$ cat src/rtl/spi_reg_peripheral.sv
// SPI mode-0 register-file peripheral: synchronised pins, command/data framing,
// atomic write commit on nCS release and register read-back on CIPO.
module spi_reg_peripheral #(
    parameter int ADDR_W      = 7,
    parameter int DATA_W      = 8,
    parameter int NUM_REGS    = 5,
    parameter int SYNC_STAGES = 2
) (
    input  logic                       clk,
    input  logic                       rst,
    input  logic                       SCLK,
    input  logic                       nCS,
    input  logic                       COPI,
    output logic                       CIPO,
    output logic                       cipo_oe,
    output logic [NUM_REGS*DATA_W-1:0] regs_out,
    output logic                       wr_strobe,
    output logic [ADDR_W-1:0]          wr_addr,
    output logic                       frame_err
);

    localparam int FRAME = 1 + ADDR_W + DATA_W;
    localparam int CW    = $clog2(FRAME + 2);
    localparam int SW    = $clog2(SYNC_STAGES + 3);

    localparam logic [CW-1:0]   FRAME_C    = CW'(FRAME);
    localparam logic [CW-1:0]   CNT_MAX    = CW'(FRAME + 1);
    localparam logic [CW-1:0]   LAST_CMD   = CW'(ADDR_W);
    localparam logic [SW-1:0]   SETTLE_MAX = SW'(SYNC_STAGES + 2);
    localparam logic [ADDR_W:0] NUM_REGS_C = (ADDR_W + 1)'(NUM_REGS);

    typedef enum logic [2:0] {IDLE, CMD, WDATA, RDATA, WAIT_CS} state_t;

    logic [SYNC_STAGES-1:0] sclk_sync_q, ncs_sync_q, copi_sync_q;
    logic                   sclk_prev_q, ncs_prev_q;
    logic [SW-1:0]          settle_q;

    state_t              state_q, state_d;
    logic [CW-1:0]       bit_cnt_q, bit_cnt_d;
    logic [ADDR_W-1:0]   cmd_q, cmd_d;
    logic [ADDR_W-1:0]   addr_q, addr_d;
    logic [DATA_W-1:0]   wr_shift_q, wr_shift_d;
    logic [DATA_W-1:0]   rd_shift_q, rd_shift_d;
    logic                cipo_q, cipo_d;
    logic                oe_q, oe_d;
    logic                wr_strobe_q, wr_strobe_d;
    logic                frame_err_q, frame_err_d;
    logic [ADDR_W-1:0]   wr_addr_q, wr_addr_d;
    logic [DATA_W-1:0]   regs_q [NUM_REGS];
    logic [DATA_W-1:0]   regs_d [NUM_REGS];

    logic              sclk_s, ncs_s, copi_s;
    logic              sclk_rise, sclk_fall, ncs_rise, ncs_fall;
    logic              settling, addr_ok, commit;
    logic [ADDR_W:0]   cmd_full;
    logic [DATA_W:0]   wr_full;
    logic [DATA_W-1:0] rd_val;

    always_ff @(posedge clk) begin
        if (rst) begin
            sclk_sync_q <= '0;
            ncs_sync_q  <= '1;
            copi_sync_q <= '0;
            sclk_prev_q <= 1'b0;
            ncs_prev_q  <= 1'b1;
            settle_q    <= '0;
        end else begin
            sclk_sync_q <= {sclk_sync_q[SYNC_STAGES-2:0], SCLK};
            ncs_sync_q  <= {ncs_sync_q[SYNC_STAGES-2:0], nCS};
            copi_sync_q <= {copi_sync_q[SYNC_STAGES-2:0], COPI};
            sclk_prev_q <= sclk_sync_q[SYNC_STAGES-1];
            ncs_prev_q  <= ncs_sync_q[SYNC_STAGES-1];
            if (settle_q != SETTLE_MAX) settle_q <= settle_q + SW'(1);
        end
    end

    assign sclk_s    = sclk_sync_q[SYNC_STAGES-1];
    assign ncs_s     = ncs_sync_q[SYNC_STAGES-1];
    assign copi_s    = copi_sync_q[SYNC_STAGES-1];
    assign sclk_rise = sclk_s & ~sclk_prev_q;
    assign sclk_fall = ~sclk_s & sclk_prev_q;
    assign ncs_rise  = ncs_s & ~ncs_prev_q;
    assign ncs_fall  = ~ncs_s & ncs_prev_q;

    // The sync chain resets to nCS idle, so a chip select already held low at
    // reset release shows up as a fall while this window is still open.
    assign settling = (settle_q != SETTLE_MAX);

    assign cmd_full = {cmd_q, copi_s};
    assign wr_full  = {wr_shift_q, copi_s};
    assign addr_ok  = ({1'b0, addr_q} < NUM_REGS_C);

    always_comb begin
        rd_val = '0;
        for (int unsigned i = 0; i < NUM_REGS; i++) begin
            if (cmd_full[ADDR_W-1:0] == ADDR_W'(i)) rd_val = regs_q[i];
        end
    end

    always_comb begin
        state_d     = state_q;
        bit_cnt_d   = bit_cnt_q;
        cmd_d       = cmd_q;
        addr_d      = addr_q;
        wr_shift_d  = wr_shift_q;
        rd_shift_d  = rd_shift_q;
        cipo_d      = cipo_q;
        oe_d        = oe_q;
        wr_strobe_d = 1'b0;
        frame_err_d = 1'b0;
        wr_addr_d   = wr_addr_q;
        commit      = 1'b0;
        unique case (state_q)
            IDLE: begin
                bit_cnt_d = '0;
                if (ncs_fall) state_d = settling ? WAIT_CS : CMD;
            end
            WAIT_CS: begin
                if (ncs_rise) state_d = IDLE;
            end
            CMD, WDATA, RDATA: begin
                if (ncs_rise) begin
                    state_d = IDLE;
                    cipo_d  = 1'b0;
                    oe_d    = 1'b0;
                    if (state_q == WDATA && bit_cnt_q == FRAME_C && addr_ok) begin
                        commit      = 1'b1;
                        wr_strobe_d = 1'b1;
                        wr_addr_d   = addr_q;
                    end else if (state_q != RDATA || !addr_ok || bit_cnt_q < FRAME_C) begin
                        frame_err_d = 1'b1;
                    end
                end else if (!ncs_s && sclk_rise) begin
                    bit_cnt_d = (bit_cnt_q == CNT_MAX) ? bit_cnt_q : bit_cnt_q + CW'(1);
                    if (state_q == CMD) begin
                        cmd_d = cmd_full[ADDR_W-1:0];
                        if (bit_cnt_q == LAST_CMD) begin
                            addr_d = cmd_full[ADDR_W-1:0];
                            if (cmd_full[ADDR_W]) begin
                                state_d = WDATA;
                            end else begin
                                state_d    = RDATA;
                                rd_shift_d = rd_val;
                            end
                        end
                    end else if (state_q == WDATA) begin
                        wr_shift_d = wr_full[DATA_W-1:0];
                    end
                end else if (!ncs_s && sclk_fall && state_q == RDATA) begin
                    cipo_d     = rd_shift_q[DATA_W-1];
                    oe_d       = 1'b1;
                    rd_shift_d = rd_shift_q << 1;
                end
            end
            default: state_d = IDLE;
        endcase
    end

    always_comb begin
        regs_d = regs_q;
        for (int unsigned i = 0; i < NUM_REGS; i++) begin
            if (commit && addr_q == ADDR_W'(i)) regs_d[i] = wr_shift_q;
        end
    end

    always_ff @(posedge clk) begin
        if (rst) begin
            state_q     <= IDLE;
            bit_cnt_q   <= '0;
            cmd_q       <= '0;
            addr_q      <= '0;
            wr_shift_q  <= '0;
            rd_shift_q  <= '0;
            cipo_q      <= 1'b0;
            oe_q        <= 1'b0;
            wr_strobe_q <= 1'b0;
            frame_err_q <= 1'b0;
            wr_addr_q   <= '0;
            for (int unsigned i = 0; i < NUM_REGS; i++) regs_q[i] <= '0;
        end else begin
            state_q     <= state_d;
            bit_cnt_q   <= bit_cnt_d;
            cmd_q       <= cmd_d;
            addr_q      <= addr_d;
            wr_shift_q  <= wr_shift_d;
            rd_shift_q  <= rd_shift_d;
            cipo_q      <= cipo_d;
            oe_q        <= oe_d;
            wr_strobe_q <= wr_strobe_d;
            frame_err_q <= frame_err_d;
            wr_addr_q   <= wr_addr_d;
            regs_q      <= regs_d;
        end
    end

    for (genvar g = 0; g < NUM_REGS; g++) begin : g_regs_out
        assign regs_out[g*DATA_W +: DATA_W] = regs_q[g];
    end

    assign CIPO      = cipo_q;
    assign cipo_oe   = oe_q;
    assign wr_strobe = wr_strobe_q;
    assign wr_addr   = wr_addr_q;
    assign frame_err = frame_err_q;

endmodule

$ cat config.mk
export PLATFORM = sky130hd
export DESIGN_NAME = spi_reg_peripheral
export DESIGN_NICKNAME = d
export VERILOG_FILES = /design/src/rtl/spi_reg_peripheral.sv
export SDC_FILE = /design/constraint.sdc
export NUM_CORES = 1
export LEC_CHECK = 0
export CAP_MARGIN = 20
export CORE_MARGIN = 1
export CORE_UTILIZATION = 50
export CTS_CLUSTER_SIZE = 16
export DETAILED_ROUTE_END_ITERATION = 12
export PLACE_DENSITY = 0.78
export SLEW_MARGIN = 20
export SYNTH_ARGS = -nofsm -noshare
export SYNTH_HDL_FRONTEND = slang
export SYNTH_SLANG_ARGS = --single-unit
$ cat constraint.sdc
create_clock -name clk -period 2.3 [get_ports clk]
set_input_delay 0.46 -clock clk [delete_from_list [all_inputs] [get_ports clk]]
set_output_delay 0.46 -clock clk [all_outputs]
set_load 0.05 [all_outputs]
# Yosys cells after proc, flatten, opt, wreduce, memory -nomap -nowiden
# Cells that the tools add are included.
# word_totals
register_bits	100
in_bits	5
elab_cells	129
# classes
n_eq_ne	29
magnitude_cmp	2
n_reduce_logical	30
n_addsub	2
muxes	33
n_bitwise	11
# ops
cell	n
$mux W8	10
$eq A7 B2 Y1 const B	4
$mux W3	7
$mux W5	3
$reduce_and A5 Y1	3
$eq A7 B1 Y1 const B	2
$eq A7 B3 Y1 const B	2
$logic_not A7 Y1	2
$ne A2 B2 Y1 const B	7
$ne A3 B3 Y1 const B	4
$mux W1	11
$eq A5 B5 Y1 const B	2
$logic_and A1 B1 Y1	10
$pmux W5 S2	1
$pmux W3 S3	1
$reduce_and A4 Y1	2
$lt A7 B3 Y1 const B	1
$not A1 Y1	7
$eq A3 B2 Y1 const B	2
$reduce_and A3 Y1	2
$reduce_and A6 Y1	1
$reduce_bool A2 Y1	3
$add A5 B1 Y5 const B	1
$eq A5 B3 Y1 const B	1
12 further kinds	18

# Depth between registers and ports, before layout
# Gate-level depths: netlist of the first run.
# logic_depth
depth_word	10
mapped_depth	8
depth_no_buf	7

# Least setup slack after synthesis of the first run
# No wires, ideal clock.
# synth_path
kind	register to register
startpoint	register addr_q[3]
endpoint	register regs_q (netlist bit regs_out[7])
path_stages_with_launch	7
setup_time_ps	128
path_slack_ps	536
t_arrival_ps	1636
cell_sequence	dfxtp_1 > or4_4 > nor3_4 > nor3b_2 > buf_6 > mux2i_1 > nor2_1
# synth_between
elab_chain_cells	6
word_cells_on_any_way	7
classes_between	order compare (1); mux (3); reduce/logical (3)
# synth_rtl
item	line	source
start, declared	41	logic [ADDR_W-1:0] addr_q, addr_d;
start signal, assigned	184	addr_q <= addr_d;
$lt A7 B3 Y1	91	assign addr_ok = ({1'b0, addr_q} < NUM_REGS_C);
$logic_and A1 B1 Y1	126	if (state_q == WDATA && bit_cnt_q == FRAME_C && addr_ok) begin
$mux W1	126	
$mux W1	122	if (ncs_rise) begin
$mux W1	n/a	
$logic_and A1 B1 Y1 *	162	if (commit && addr_q == ADDR_W'(i)) regs_d[i] = wr_shift_q;
end signal, assigned	192	regs_q <= regs_d;
end, declared	49	logic [DATA_W-1:0] regs_q [NUM_REGS];
# Every way passes the cells marked *; elsewhere a longest branch is shown, timed or not.
# A chain may end at the register's enable or synchronous reset.

# Worst setup path in the final report of the first run
# layout_path
startpoint	register regs_q (netlist bit regs_out[19])
endpoint	output port regs_out[19]
# layout_rtl
item	line	source
end, declared	16	output logic [NUM_REGS*DATA_W-1:0] regs_out,
# No word-level cell between the ends.

==> metrics.md, run 1 <==
| Metric | Value |
|---|---|
| Run status | `finished, final reports clean` |
| Total grt overflow | `0` |
| Sequential area share after synthesis | `45.6%` |
| CTS clk-pin slew, worst paths | `0.11 ns` |
| Maximum clock rate | `0.480 GHz` |
| Die Y | `95.7 µm` |
| Maxcap violations | `0` |
| Ports | `56` |
| R2R cell count | `5` |
| Netlist area before placement | `4390 µm²` |
| Register-to-register setup slack | `0.25 ns` |
| Initial antenna violation count | `0` |
| Worst clock skew | `0.0123 ns` |
| Synthesized instance count | `464` |
| Top cells by count, synth | `100 x dfxtp_1, 80 x nor2_1, 49 x mux2i_1` |
| Total core area | `8340 µm²` |
| R2r startpoint | `state_q[2]$_SDFFE_PP0P_` |
| Most common cell in the synthesized netlist | `dfxtp_1` |
| Ant. Diodes | `0` |
| Share of Yosys cell area claimed by the top area cell type | `45.6%` |
| Max IR drop VDD | `310 µV` |
| Critical Path Max Stage Delay | `0.84 ns` |
| Die Area | `9160 µm²` |
| TritonCTS buffer count | `9` |
| Number of synthesized flops with an enable pin | `0` |
| Resized Gates After CTS | `0` |
| Yosys top cell by area | `dfxtp_1` |
| Vias per std cell | `5.79` |
| Tmin final | `2.09 ns` |
| Aggregate global-route resource usage | `24.2%` |
| Post-synth ARST share | `0%` |
| Worst Hold Class | `flip-flop to flip-flop` |
| Post-DP HPWL | `7160 µm` |
| CP delay by family, top | `buffers and inverters` |
| Setup TNS | `0 ns` |
| DR DRC count | `0` |
| HP Start | `ncs_sync_q[0]$_SDFF_PP1_` |
| Worst rel slew slack | `43.8%` |
| Setup slack after layout | `0.215 ns` |
| Vias in the first global route | `3334` |
| Leak | `2.03 nW` |
| Number of cell rows | `33` |
| Hold Path Cell Cnt | `1` |
| Yosys warns | `0` |
| RePlAce Congestion | `0.813` |
| Vias | `3616` |
| Pre-CTS setup slack | `0.279 ns` |
| Worst setup path category | `flip-flop to output port` |
| Htree depth | `3` |
| # port buffers | `55` |
| WP data required | `1.84 ns` |
| CP Buf/Inv Count | `1` |
| First-pass GRT wire length | `16900 µm` |
| Final ANT Viol Nets | `0` |
| CTS tree | `yes` |
| Routed wire per std cell | `16.7 µm` |
| Final period utilization | `90.7%` |
| Synthesized area per cell | `9.46 µm²` |
| Slowest-stage cell, CP | `clkdlybuf4s50_1` |
| Worst-Skew Late Latency | `0.38 ns` |
| Starting density of the core | `52.6%` |
| CP Max Fanout | `3` |
| Post-synth net total | `474` |
| Hold buffer count at CTS | `0` |
| Pre-Repair DR Iteration Count | `4` |
| #FFs+latches synth | `100` |
| Total clock sinks | `100` |
| Top cells by area, synth | `dfxtp_1 46%, mux2i_1 11%, nor2_1 6.8%` |
| Hold slack | `0.420 ns` |
| Crit-path cells | `clkdlybuf4s50_1` |
| Layout cell share with drive strength beyond 1 | `10.6%` |
| Min-Delay Endpoint | `ncs_sync_q[1]$_SDFF_PP1_` |
| Count of different cell masters after synthesis | `63` |
| Power Density | `566 nW/µm²` |
| Clk root buf | `clkbuf_8` |
| Critical Path Start Type | `flip-flop` |
| Clock Tree Buf Depth | `2` |
| Post-CTS Setup Inserts | `0` |
| Crit Reg-Reg Endpoint | `regs_out[29]$_SDFFE_PP0P_` |
| RSZ-0062 raised after global routing | `false` |
| Commonest register cell after synthesis | `dfxtp_1` |
| WP data arrival | `1.63 ns` |
| CP endpoint kind | `output port` |
| Die extent in x | `95.7 µm` |
| Fin. max-slew vios | `0` |
| Layout area overhead | `18.0%` |
| Layout Nets | `524` |
| Final Setup Violations | `0` |
| Worst Tran Pin Value | `0.842 ns` |
| Final hold vios | `0` |
| DR iter-0 viols | `221` |
| WL final | `10400 µm` |
| Largest net degree at the start of global routing | `56` |
==> kinds of logic (layout without fill, tap and decap cells) <==
logic type,Yosys count,after routing,synth area share (%)
flip-flops,100,100,45.6
AO/OA/AOI/OAI,68,68,9.03
AND/OR/NAND/NOR,193,193,23.9
adder cells (fa/ha/maj),5,5,1.42
buffers and inverters,37,92,4.45
XOR/XNOR,4,4,0.798
multiplexers,57,57,14.8
==> sequential cells by signal, indices dropped and copies added, names as in the netlist, 3 cells and up <==
register    count
wr_addr         7
addr_q          7
wr_shift_q      8
cmd_q           7
settle_q        3
bit_cnt_q       5
state_q         3
rd_shift_q      8
regs_out       40
==> per-stage QoR <==
| stage | instances | total power [mW] | utilization, % | area [µm²] |
|---|---|---|---|---|
| 3_3_place_gp | 608 | 1.90 | 59.9 | 5000 |
| 5_1_grt | 624 | 3.04 | 62.1 | 5180 |
| 4_1_cts | 624 | 2.94 | 62.1 | 5180 |
| 3_5_place_dp | 608 | 1.90 | 59.9 | 5000 |
| 2_1_floorplan | 464 | 1.88 | - | 4390 |
| 6_report | 624 | 2.93 | 62.1 | 5180 |
==> layout by cell type, fill, tap and decap left out, types with 2 or more instances in the layout <==
cell type | Yosys | routed
dfxtp_1 | 100 | 100
nor2_1 | 80 | 80
clkdlybuf4s50_1 | 0 | 54
mux2i_1 | 49 | 49
a21oi_1 | 32 | 32
nand2_1 | 29 | 29
nand3_1 | 19 | 19
buf_4 | 1 | 12
o21ai_0 | 11 | 11
inv_1 | 9 | 9
nor3_1 | 9 | 9
clkbuf_8 | 3 | 9
a31oi_1 | 8 | 8
nor2b_1 | 7 | 7
and4_1 | 7 | 7
mux4_2 | 6 | 6
nor3b_1 | 5 | 5
ha_1 | 5 | 5
xnor2_1 | 4 | 4
o21ai_1 | 4 | 4
nand4_1 | 3 | 3
nand4b_1 | 3 | 3
or2_2 | 3 | 3
nor3b_2 | 2 | 2
nand2b_1 | 2 | 2
nand3_2 | 2 | 2
nor4b_1 | 2 | 2
and3_1 | 2 | 2
o211ai_1 | 2 | 2
inv_8 | 0 | 2
clkinvlp_4 | 0 | 2
==> worst max-delay path by stage <==
stage	startpoint	end	slack [ns]	depth (start not counted)
after floorplan	addr_q[3]$_SDFFE_PP0P_	regs_out[7]$_SDFFE_PP0P_	0.54	6
after global placement	state_q[2]$_SDFFE_PP0P_	regs_out[31]$_SDFFE_PP0P_	0.34	5
after detailed placement	state_q[2]$_SDFFE_PP0P_	regs_out[27]$_SDFFE_PP0P_	0.28	5
after CTS	regs_out[17]$_SDFFE_PP0P_	regs_out[17]	0.21	1
after global routing	state_q[2]$_SDFFE_PP0P_	rd_shift_q[6]$_SDFFE_PP0P_	0.03	5
final	regs_out[19]$_SDFFE_PP0P_	regs_out[19]	0.21	1
==> report_power, final <==
group / switching (mW) / total, mW / internal [mW] / leakage [nW]
logic: 0.0567 / 0.0934 / 0.0366 / 1.14
registers: 0.0221 / 1.77 / 1.75 / 0.807
clock network: 0.655 / 1.07 / 0.415 / 0.0869
==> layout make-up <==
cell class | instances | area, µm²
clock buffer | 10 | 128
clock inverter | 6 | 55.1
fill | 708 | 3160
inverter | 9 | 33.8
multi-input combinational | 327 | 2190
sequential | 100 | 2000
tap | 105 | 131
timing repair buffer | 67 | 636
==> per-layer routing <==
| layer | vias up | GRT usage (%) | routed length (µm) |
|---|---|---|---|
| met1 | 1740 | 32.3 | 4720 |
| met3 | 19 | 5.45 | 620 |
| met5 | - | 0 | 0 |
| met4 | 0 | 7.59 | 177 |
| met2 | 128 | 39.1 | 4910 |
| li1 | 1729 | - | - |
No activity file was read; power rests on OpenSTA's default activity.
==> run 2: changes to the inputs <==
--- a/config.mk
+++ b/config.mk
@@ -10,6 +10,7 @@
 export CORE_UTILIZATION = 50
 export CTS_CLUSTER_SIZE = 16
 export DETAILED_ROUTE_END_ITERATION = 12
+export GPL_TIMING_DRIVEN = 0
 export PLACE_DENSITY = 0.78
 export SLEW_MARGIN = 20
 export SYNTH_ARGS = -nofsm -noshare
==> metrics.md, run 2 (synthesized netlist as in run 1, its figures left out) <==
| Metric | Value |
|---|---|
| Layout cell share with drive strength beyond 1 | `10.3% (-0.32 points)` |
| Final period utilization | `95.3% (+4.6 points)` |
| Power Density | `565 nW/µm² (-0.19%)` |
| Aggregate global-route resource usage | `25.8% (+1.5 points)` |
| Run status | `finished, final reports clean` |
| TritonCTS buffer count | `9 (unchanged)` |
| Routed wire per std cell | `17.5 µm (+4.6%)` |
| WL final | `11200 µm (+7.3%)` |
| Fin. max-slew vios | `0 (unchanged)` |
| Number of cell rows | `33 (unchanged)` |
| Initial antenna violation count | `0 (unchanged)` |
| Worst clock skew | `0.0152 ns (+0.00293 ns)` |
| Leak | `2.06 nW (+1.4%)` |
| CP endpoint kind | `flip-flop` |
| Critical Path Start Type | `input port` |
| Hold slack | `0.427 ns (+0.00649 ns)` |
| Clock Tree Buf Depth | `2 (unchanged)` |
| Clk root buf | `clkbuf_8` |
| WP data arrival | `2.42 ns (+0.79 ns)` |
| Maxcap violations | `0 (unchanged)` |
| Cells after DPL | `624 (+2.6%)` |
| RePlAce Congestion | `0.853 (+4.9%)` |
| Max IR drop VDD | `360 µV (+16%)` |
| Post-CTS Setup Inserts | `0 (unchanged)` |
| Die extent in x | `95.7 µm (unchanged)` |
| Final ANT Viol Nets | `0 (unchanged)` |
| CTS clk-pin slew, worst paths | `0.10 ns (about the same)` |
| Worst rel slew slack | `46.1% (+2.3 points)` |
| Layout area overhead | `20.0%` |
| Pre-Repair DR Iteration Count | `5 (+1)` |
| Setup slack after layout | `0.108 ns (-0.107 ns)` |
| First-pass GRT wire length | `17600 µm (+4.2%)` |
| # port buffers | `55 (unchanged)` |
| Largest register FFs | `40 (unchanged)` |
| Resized Gates After CTS | `0 (unchanged)` |
| DR DRC count | `0 (unchanged)` |
| Hold buffer count at CTS | `0 (unchanged)` |
| Post-DP HPWL | `7750 µm (+8.2%)` |
| Total core area | `8340 µm² (unchanged)` |
| Htree depth | `3 (unchanged)` |
| DR iter-0 viols | `284 (+29%)` |
| Layout Nets | `540 (+3.1%)` |
| Total clock sinks | `100 (unchanged)` |
| Count of non-filler cells in the finished layout | `640 (+2.6%)` |
| Vias per std cell | `5.82 (+0.49%)` |
| WP data required | `2.53 ns (+0.69 ns)` |
| Total grt overflow | `0 (unchanged)` |
| Die Y | `95.7 µm (unchanged)` |
| RSZ-0062 raised after global routing | `false` |
| Vias in the first global route | `3411 (+2.3%)` |
| Vias | `3727 (+3.1%)` |
| Starting density of the core | `52.6% (unchanged)` |
| Tmin final | `2.19 ns (+0.107 ns)` |
| Most frequent cells in the layout | `100 x dfxtp_1, 80 x nor2_1, 55 x clkdlybuf4s50_1, 49 x mux2i_1, 32 x a21oi_1` |
| Ant. Diodes | `0 (unchanged)` |
| Die Area | `9160 µm² (unchanged)` |
| CP Max Fanout | `10 (+7)` |
| Maximum clock rate | `0.456 GHz (-4.9%)` |
| Commonest non-fill, non-tap cell in the layout | `dfxtp_1` |
| Pre-CTS setup slack | `-0.254 ns (-0.533 ns)` |
| Final hold vios | `0 (unchanged)` |
| CTS tree | `yes` |
| Largest net degree at the start of global routing | `19 (-66%)` |
| Final Setup Violations | `0 (unchanged)` |
| Ports | `56 (unchanged)` |
| Worst setup path category | `input port to flip-flop` |
| Worst-Skew Late Latency | `0.37 ns (about the same)` |
| Worst Hold Class | `flip-flop to flip-flop` |
| Worst Tran Pin Value | `0.809 ns (-0.0334 ns)` |
run 2: final timing paths:
kind | start | to | slack [ns] | cells after the start
min | ncs_sync_q[0]$_SDFF_PP1_ | ncs_sync_q[1]$_SDFF_PP1_ | 0.43 | 1
max reg2reg | state_q[1]$_SDFFE_PP0P_ | rd_shift_q[1]$_SDFFE_PP0P_ | 0.15 | 6
max | rst | CIPO$_SDFFE_PP0P_ | 0.11 | 5
min reg2reg | ncs_sync_q[0]$_SDFF_PP1_ | ncs_sync_q[1]$_SDFF_PP1_ | 0.43 | 1
run 2: power by group:
group / switching, mW / internal [mW] / leakage (nW)
Sequential: 0.0114 / 1.75 / 0.807
Combinational: 0.0790 / 0.0429 / 1.16
Clock: 0.653 / 0.444 / 0.0962
run 2: per-stage QoR:
step	power [mW]	utilization, %	instance area (µm²)	setup TNS [ns]
after floorplan	1.88	-	4390	0
after global placement	1.91	60.8	5070	-2.16
after detailed placement	1.92	60.8	5070	-2.49
after CTS	2.98	63.2	5270	0
after global routing	3.07	63.2	5270	0
final	2.98	63.2	5270	0
run 2: cell type report:
cell class | count | area [µm²]
multi-input cells | 327 | 2190
repair buffers | 55 | 551
fillers | 698 | 3070
inverters | 9 | 33.8
clock inverters | 6 | 58.8
clock buffers | 10 | 138
well taps | 105 | 131
plain buffers | 28 | 161
flip-flops and latches | 100 | 2000
run 2: metal layers:
layer | vias up | track usage [%] | wire, µm
met2 | 149 | 40.9 | 5070
met3 | 23 | 4.03 | 812
met4 | 0 | 10.3 | 273
met5 | - | 0 | 0
met1 | 1792 | 35.1 | 5030
li1 | 1763 | - | -
run 2: critical path, cell delays in order:
cell and delay [ns]:
clkdlybuf4s50_1 0.49, clkbuf_1 0.45, clkbuf_8 0.28, clkbuf_1 0.62, nor2_1 0.11
